===== config.mk =====
export PLATFORM = sky130hd
export DESIGN_NAME = wb_stage
export DESIGN_NICKNAME = d
export VERILOG_FILES = /design/src/rtl/wb_pkg.sv /design/src/rtl/wb_queue.sv /design/src/rtl/wb_stage.sv
export SDC_FILE = /design/constraint.sdc
export NUM_CORES = 1
export LEC_CHECK = 0
export ABC_AREA = 1
export CAP_MARGIN = 15
export CORE_ASPECT_RATIO = 1.5
export CORE_UTILIZATION = 49
export DETAILED_ROUTE_END_ITERATION = 7
export HOLD_SLACK_MARGIN = 0.02
export PLACE_DENSITY_LB_ADDON = 0.15
export SYNTH_ARGS = -nofsm -noshare
export SYNTH_HDL_FRONTEND = slang
export SYNTH_HIERARCHICAL = 1
export SYNTH_SLANG_ARGS = --single-unit

===== constraint.sdc =====
create_clock -name clock -period 2.25 [get_ports clock]
set_input_delay 0.3375 -clock clock [delete_from_list [all_inputs] [get_ports clock]]
set_output_delay 0.3375 -clock clock [all_outputs]
set_load 0.01 [all_outputs]

===== src/rtl/wb_pkg.sv =====
`default_nettype none
// ============================================================================
// Module      : wb_pkg
// Description : Shared widths, queue entry type and constants for the
//               write-back stage.
// Revision    : 1.0 - initial release
// ============================================================================
package wb_pkg;

  localparam int DATA_W = 8;
  localparam int ADDR_W = 3;

  // r0 is hardwired zero and is never written or forwarded
  localparam logic [ADDR_W-1:0] ZERO_REG = '0;

  typedef struct packed {
    logic [ADDR_W-1:0] rd;
    logic [DATA_W-1:0] data;
  } wb_entry_t;

endpackage : wb_pkg
`default_nettype wire


===== src/rtl/wb_queue.sv =====
`default_nettype none
// ============================================================================
// Module      : wb_queue
// Description : In-order pending-write FIFO. Besides the head it exposes
//               every slot in age order (index 0 = oldest) with a valid bit,
//               so the bypass logic can pick the youngest match by index.
// Revision    : 1.0 - initial release
// ============================================================================
module wb_queue
  import wb_pkg::*;
#(
  parameter int DEPTH = 2
) (
  input  logic                   clock,
  input  logic                   reset,
  input  logic                   push,
  input  wb_entry_t              push_entry,
  input  logic                   pop,
  output logic                   full,
  output logic                   empty,
  output wb_entry_t              head,
  output logic      [DEPTH-1:0]  valid,
  output wb_entry_t [DEPTH-1:0]  entries
);

  localparam int PTR_W = (DEPTH > 1) ? $clog2(DEPTH) : 1;

  wb_entry_t        mem [DEPTH];
  logic [PTR_W-1:0] wr_ptr;
  logic [PTR_W-1:0] rd_ptr;
  // One bit wider than the pointers so full and empty are distinguishable
  logic [PTR_W:0]   count;

  assign full  = (count == (PTR_W+1)'(DEPTH));
  assign empty = (count == '0);
  assign head  = mem[rd_ptr];

  // Pointer and occupancy update; pointers wrap naturally (DEPTH is 2^n)
  always_ff @(posedge clock or negedge reset) begin
    if (!reset) begin
      wr_ptr <= '0;
      rd_ptr <= '0;
      count  <= '0;
    end else begin
      if (push) wr_ptr <= wr_ptr + 1'b1;
      if (pop)  rd_ptr <= rd_ptr + 1'b1;
      case ({push, pop})
        2'b10:   count <= count + 1'b1;
        2'b01:   count <= count - 1'b1;
        default: count <= count;
      endcase
    end
  end

  // Entry storage; contents are qualified by count, so no reset is needed
  always_ff @(posedge clock) begin
    if (push) mem[wr_ptr] <= push_entry;
  end

  // Age-ordered view: slot i is the i-th oldest pending entry
  for (genvar i = 0; i < DEPTH; i++) begin : g_view
    logic [PTR_W-1:0] slot;
    assign slot       = rd_ptr + PTR_W'(i);
    assign valid[i]   = (count > (PTR_W+1)'(i));
    assign entries[i] = mem[slot];
  end

endmodule : wb_queue
`default_nettype wire


===== src/rtl/wb_stage.sv =====
`default_nettype none
// ============================================================================
// Module      : wb_stage
// Description : Write-back stage. Selects ALU/load result at accept time,
//               drops writes to r0, queues pending writes in order, drives
//               the register-file write port and provides associative
//               bypass lookups for two ID source operands.
// Revision    : 1.0 - initial release
// ============================================================================
module wb_stage
  import wb_pkg::*;
#(
  parameter int DEPTH = 2
) (
  input  logic              clock,
  input  logic              reset,
  input  logic              inValid,
  output logic              inReady,
  input  logic              writeRegIn,
  input  logic              memToReg,
  input  logic [ADDR_W-1:0] rdIn,
  input  logic [DATA_W-1:0] aluResult,
  input  logic [DATA_W-1:0] memData,
  input  logic              portBusy,
  output logic              writeReg,
  output logic [ADDR_W-1:0] rdOut,
  output logic [DATA_W-1:0] writeData,
  input  logic [ADDR_W-1:0] rsA,
  input  logic [ADDR_W-1:0] rsB,
  output logic              hitA,
  output logic              hitB,
  output logic [DATA_W-1:0] fwdA,
  output logic [DATA_W-1:0] fwdB,
  output logic [7:0]        retired
);

  logic                  full;
  logic                  empty;
  logic                  push;
  logic                  pop;
  wb_entry_t             push_entry;
  wb_entry_t             head;
  logic      [DEPTH-1:0] valid;
  wb_entry_t [DEPTH-1:0] entries;

  // Ready only looks at fullness, never at a same-cycle drain
  assign inReady = !full;

  // Transactions without a real destination are consumed and dropped
  assign push            = inValid && inReady && writeRegIn && (rdIn != ZERO_REG);
  assign push_entry.rd   = rdIn;
  assign push_entry.data = memToReg ? memData : aluResult;

  assign writeReg  = !empty && !portBusy;
  assign pop       = writeReg;
  assign rdOut     = empty ? '0 : head.rd;
  assign writeData = empty ? '0 : head.data;

  wb_queue #(
    .DEPTH (DEPTH)
  ) u_queue (
    .clock      (clock),
    .reset      (reset),
    .push       (push),
    .push_entry (push_entry),
    .pop        (pop),
    .full       (full),
    .empty      (empty),
    .head       (head),
    .valid      (valid),
    .entries    (entries)
  );

  // Bypass search: scanning oldest to youngest lets the youngest match win
  always_comb begin
    hitA = 1'b0;
    hitB = 1'b0;
    fwdA = '0;
    fwdB = '0;
    for (int i = 0; i < DEPTH; i++) begin
      if (valid[i] && (rsA != ZERO_REG) && (entries[i].rd == rsA)) begin
        hitA = 1'b1;
        fwdA = entries[i].data;
      end
      if (valid[i] && (rsB != ZERO_REG) && (entries[i].rd == rsB)) begin
        hitB = 1'b1;
        fwdB = entries[i].data;
      end
    end
  end

  // Count of register writes performed, free-running with wrap
  always_ff @(posedge clock or negedge reset) begin
    if (!reset) begin
      retired <= '0;
    end else if (writeReg) begin
      retired <= retired + 8'd1;
    end
  end

endmodule : wb_stage
`default_nettype wire


After elaboration in Yosys (flattened, before gate mapping)
Memory sizes are Yosys's and may differ from the RTL's.
Cells that the tools add are included.
- flip-flop bits (word level): 12
- bits in latches: 0
- memory bits (writable): 22
- bits in read-only memories: 0
- logic and storage cells: 53
- memories kept: 1
- memories (name ; depth ; width ; rd ports ; clocked after memory_dff ; wr ports ; line ; text):
    u_queue.mem ; 2 ; 11 ; 2 ; 0 ; 1 ; wb_queue.sv:28 ; wb_entry_t mem [DEPTH];
- $add $sub $neg: 5
- multipliers: 0
- divide/modulo/power cells: 0
- $lt $le $gt $ge: 2
- equality and inequality tests: 7
- shift operators: 0
- mux-type cells: 14
- bitwise logic cells: 0
- reduce and logical (&&, ||, !) cells: 20
- operator list (kind ; count):
    2-to-1 mux 8 bit ; 6
    == test 3 bit ; 4
    logical AND 1 bit ; 12
    nonzero test 3 bit ; 3
    adder 8 x 1 -> 8 bit, second input constant ; 1
    2-to-1 mux 1 bit ; 6
    == test 2 bit, second input constant ; 2
    > comparator 2 x 1 -> 1 bit, second input constant ; 2
    case mux 2 bit (2 select lines) ; 1
    zero test 1 bit ; 3
    2-to-1 mux 3 bit ; 1
    adder 1 bit, second input constant ; 2
    adder 2 x 1 -> 2 bit, second input constant ; 1
    == test 2 x 1 -> 1 bit, second input constant ; 1
    zero test 2 bit ; 1
    nonzero test 2 bit ; 1
    subtractor 2 x 1 -> 2 bit, second input constant ; 1

Longest topological paths before layout
- depth in word-level cells: 7
- depth in mapped cells: 11
- mapped depth without buffers: 11

Hierarchy
The synthesis kept the hierarchy.
- by module, submodules not included (module ; times used ; cells an instance ; area an instance (µm²)):
    wb_queue ; 1 ; 120 ; 1331.3
    wb_stage ; 1 ; 203 ; 1196.1

Worst setup path before layout
OpenSTA, ideal clock, no wires.
- kind: register to register
- from: reg u_queue.count[0]
- to: mem u_queue/mem[0][0] (netlist bit), enable pin
- data arrival time: 1539 ps
- setup slack: 333 ps
- cell stages (with the launch flop): 8
- buffers on the path: 0
- clock period less this slack: 1917 ps
- path through: dfrtp_1 > inv_1 > ha_1 > inv_1 > nand3_1 > nor2_1 > inv_1 > nor2_1
- cells in the longest elaborated chain, start to end: 7
- RTL lines (what ; line ; text):
    start: declaration ; wb_queue.sv:32 ; logic [PTR_W:0] count;
    start signal: assignment ; wb_queue.sv:48 ; 2'b10: count <= count + 1'b1;
    start signal: assignment ; wb_queue.sv:49 ; 2'b01: count <= count - 1'b1;
    start signal: assignment ; wb_queue.sv:50 ; default: count <= count;
    == test 2 bit ; wb_queue.sv:34 ; assign full = (count == (PTR_W+1)'(DEPTH));
    net full ; wb_stage.sv:37 ; logic full;
    zero test 1 bit ; wb_stage.sv:47 ; assign inReady = !full;
    net inReady ; wb_stage.sv:18 ; output logic inReady,
    logical AND 1 bit (3 in a row) ; wb_stage.sv:50 ; assign push = inValid && inReady && writeRegIn && (rdIn != ZERO_REG);
    net push ; wb_stage.sv:39 ; logic push;
    2-to-1 mux 1 bit ; wb_queue.sv:57 ; if (push) mem[wr_ptr] <= push_entry;
    2-to-1 mux 1 bit (implied by the code) ; wb_queue.sv:57 ;
    end: declaration ; wb_queue.sv:28 ;
The timed path passes the listed nets, and every way through them passes these cells.

==> results.py <==
metrics = {
    "critical_path": {
        "r2r.worst_path.cells": 11,
        "path_buf_inv": 5,
        "critPathLaunchType": "flip-flop",
        "cp.required_ps": 1910,
        "cp_slowest_cell": "dfrtp_2",
        "critPathKind": "flip-flop to output pin",
        "timing.rr.start": "u_queue/count[0]$_DFFE_PN0P_",
        "rr_endpoint": "u_queue/count[1]$_DFFE_PN0P_",
        "cp-end-kind": "output pin",
        "path_depth": 11,
        "startpoint": "u_queue/rd_ptr$_DFFE_PN0P_",
        "cpMostUsedCell": "buf_4",
        "crit_path_max_incr_delay_ps": 450,
        "crit_family": "buffers and inverters",
        "endpoint": "fwdA[5]",
        "rrSetupSlack_ps": 380,
        "critical_path_arrival_ps": 2000,
        "path_cells": "buf_4, nor2_4, a21oi_4, buf_4, nand2_1, and3_4, buf_6, buf_4, nand3_1, nand2_1, buf_2",
        "cp_max_fo": 6,
    },
    "placement": {
        "gp_congestion": 0.876,
        "place_hpwl_um": 4450,
        "portBuffers": 69,
    },
    "yosys": {
        "synth.top_cell.area_share_pct": 26.1,
        "synth-async-reset-ratio_pct": 35.3,
        "yosysMostFrequentCell": "nand2_1",
        "yosys-top-cells-count": "nand2_1, inv_1, nand3_1, nor2_1, edfxtp_1",
        "syn_nets": 359,
        "synth_ff_type": "edfxtp_1",
        "synth.largest_area_cell": "edfxtp_1",
        "syn-cell-area_um2": 2530,
        "synth.top_cells.by_area": "edfxtp_1, dfrtp_1, nand2_1",
        "ys_ff_latch": 34,
        "synth.distinct_cells": 33,
        "syn_inst": 323,
        "synth_area_per_cell_um2": 7.82,
        "yosysWarnings": 6,
        "yosysSeqAreaShare_pct": 38.0,
        "synth-edff-count": 22,
    },
    "timing": {
        "max_slew_margin_pct": 63.2,
        "setup_viol": 10,
        "setup_ws_ps": -86.9,
        "fin_crit_sh_pct": 104,
        "skew_ps": 4.87,
        "hold_violations": 0,
        "tightest_slew_ps": 551,
        "period_needed_ps": 2340,
        "finalSetupTns_ps": -564,
        "fmax_mhz": 428,
        "maxSlewViolCount": 0,
        "grt_setup_unrepaired": "true",
    },
    "global_route": {
        "grt_pass1_vias": 2444,
        "overflow": 0,
        "antenna_found_initial": 0,
        "grt_max_degree": 17,
        "grtUsageTotal_pct": 24.7,
        "grt_pass1_wl_um": 10500,
    },
    "power": {
        "p_leak_nw": 1.89,
        "vdd_drop_max_uv": 802,
        "power_density_nw_per_um2": 1160,
        "power_mw": 4.39,
    },
    "floorplan": {
        "num_rows": 31,
        "fp.dieArea_um2": 5460,
        "die_w_um": 60.6,
        "die_height_um": 90.0,
        "io_pins": 70,
        "core_um2": 4890,
        "start_util_pct": 51.7,
    },
    "flow_run": {
        "maxCapViolCount": 0,
    },
    "drt": {
        "ant_nets": 0,
        "drtIter0Drc": 109,
        "drc": 0,
        "wl_um": 6220,
        "vias": 2448,
        "avgRoutedWirePerCell_um": 12.7,
        "drtPass1Iterations": 4,
        "avgViaCountPerCell": 5.02,
    },
    "cts": {
        "cts_buffer_depth": 2,
        "path_clk_slew_ps": 60,
        "cts_tree": "built",
        "ctsRootBufferMaster": "clkbuf_8",
        "clk_latency_ps": 270,
        "cts_buffers": 5,
        "htree_levels": 2,
        "cts_sinks": 34,
    },
    "finish": {
        "layout.nets": 457,
        "layout-drive-gt1-share_pct": 35.3,
        "antenna_cells": 0,
        "fin_util_pct": 77.1,
        "syn2layout_area_growth_pct": 49.1,
    },
    "status": {
        "failed_checks": "setup timing",
        "status": "finished, violations left",
    },
    "worst_hold_path": {
        "hold_path.class": "input pin to async pin",
    },
}
-- final cells by class --
cell class | instances | area, um^2
Clock inverter | 1 | 5.00
Clock buffer | 7 | 86.3
Inverter | 54 | 205
Fill cell | 371 | 1120
Multi-Input combinational cell | 216 | 1410
Timing Repair Buffer | 110 | 1020
Sequential cell | 34 | 962
Tap cell | 66 | 82.6
-- cells by family after synthesis --
| family | share of synthesized area, % |
|---|---|
| AO/OA/AOI/OAI | 8.51 |
| adder cells (fa/ha/maj) | 2.48 |
| AND/OR/NAND/NOR | 30.5 |
| multiplexers | 3.56 |
| buffers and inverters | 14.5 |
| XOR/XNOR | 2.43 |
| flip-flops | 38.0 |
-- power by group --
group	switching (mW)	internal, mW	leakage, nW
combinational	1.54	1.44	1.50
sequential	0.141	0.828	0.345
clock	0.192	0.246	0.0482
total	1.87	2.51	1.89
-- stage by stage --
step           hold slack, ps  instance area (um^2)  std cells  setup slack [ps]
2_1_floorplan            41.9                  2530        323               333
4_1_cts                   436                  3660        487             -56.9
6_report                  420                  3770        488             -86.9
5_1_grt                   458                  3770        488              -176
3_3_place_gp              478                  3300        461              -177
3_5_place_dp              481                  3300        461              -210
-- cell usage in the layout (no fill, tap or decap), types with 2 or more instances in the layout --
cell type        count
inv_2               10
o21ai_1              2
ha_1                 5
inv_1               43
nand4_1              3
clkbuf_8             6
nor2_2               8
buf_2               17
buf_6               15
mux2_2               8
nand2_1             64
dlymetal6s2s_1       9
xnor2_1              2
a21oi_2              6
buf_4               25
o21ai_2              2
a21oi_1              4
nor2_1              25
clkdlybuf4s50_1     40
nor2_4               7
xor2_1               5
nand3_1             30
o21ai_4              6
a21oi_4              4
dfrtp_1             11
nand3_2             12
nand2_2             11
edfxtp_1            22
o21ai_0              5
-- metal layers --
metal  wire length, um  vias up  share of wire (%)  track usage, %
met2              3430       76                 55            46.2
li1                  -     1221                  -               -
met4               222        0                3.6            9.28
met3               227       22                3.7            2.59
met5                 0        -                  0               0
met1              2340     1129                 38            27.0
-- how the worst min path moves through the flow --
stage	slack [ps]	start	cells past startpoint	end
after floorplan	40	reset	0	retired[0]$_DFFE_PN0P_
final	420	reset	1	retired[6]$_DFFE_PN0P_
after detailed placement	480	u_queue/wr_ptr$_DFFE_PN0P_	1	u_queue/wr_ptr$_DFFE_PN0P_
after global placement	480	u_queue/wr_ptr$_DFFE_PN0P_	1	u_queue/wr_ptr$_DFFE_PN0P_
after global routing	460	reset	1	retired[6]$_DFFE_PN0P_
after CTS	440	reset	1	retired[6]$_DFFE_PN0P_
-- what timing repair did --
action,in CTS,in global routing
endpoints found under the setup margin,28,28
hold buffers,0,0
pin swaps,15,14
setup buffers,18,1
cloned,1,0
gates resized for setup,121,38
-- state kept, by name, indices dropped and copies added (netlist names) --
| register | count |
|---|---|
| retired | 8 |
| u_queue/wr_ptr | 1 |
| u_queue/count | 2 |
| u_queue/rd_ptr | 1 |
| u_queue/mem | 22 |
No activity file was read; power rests on OpenSTA's default activity.
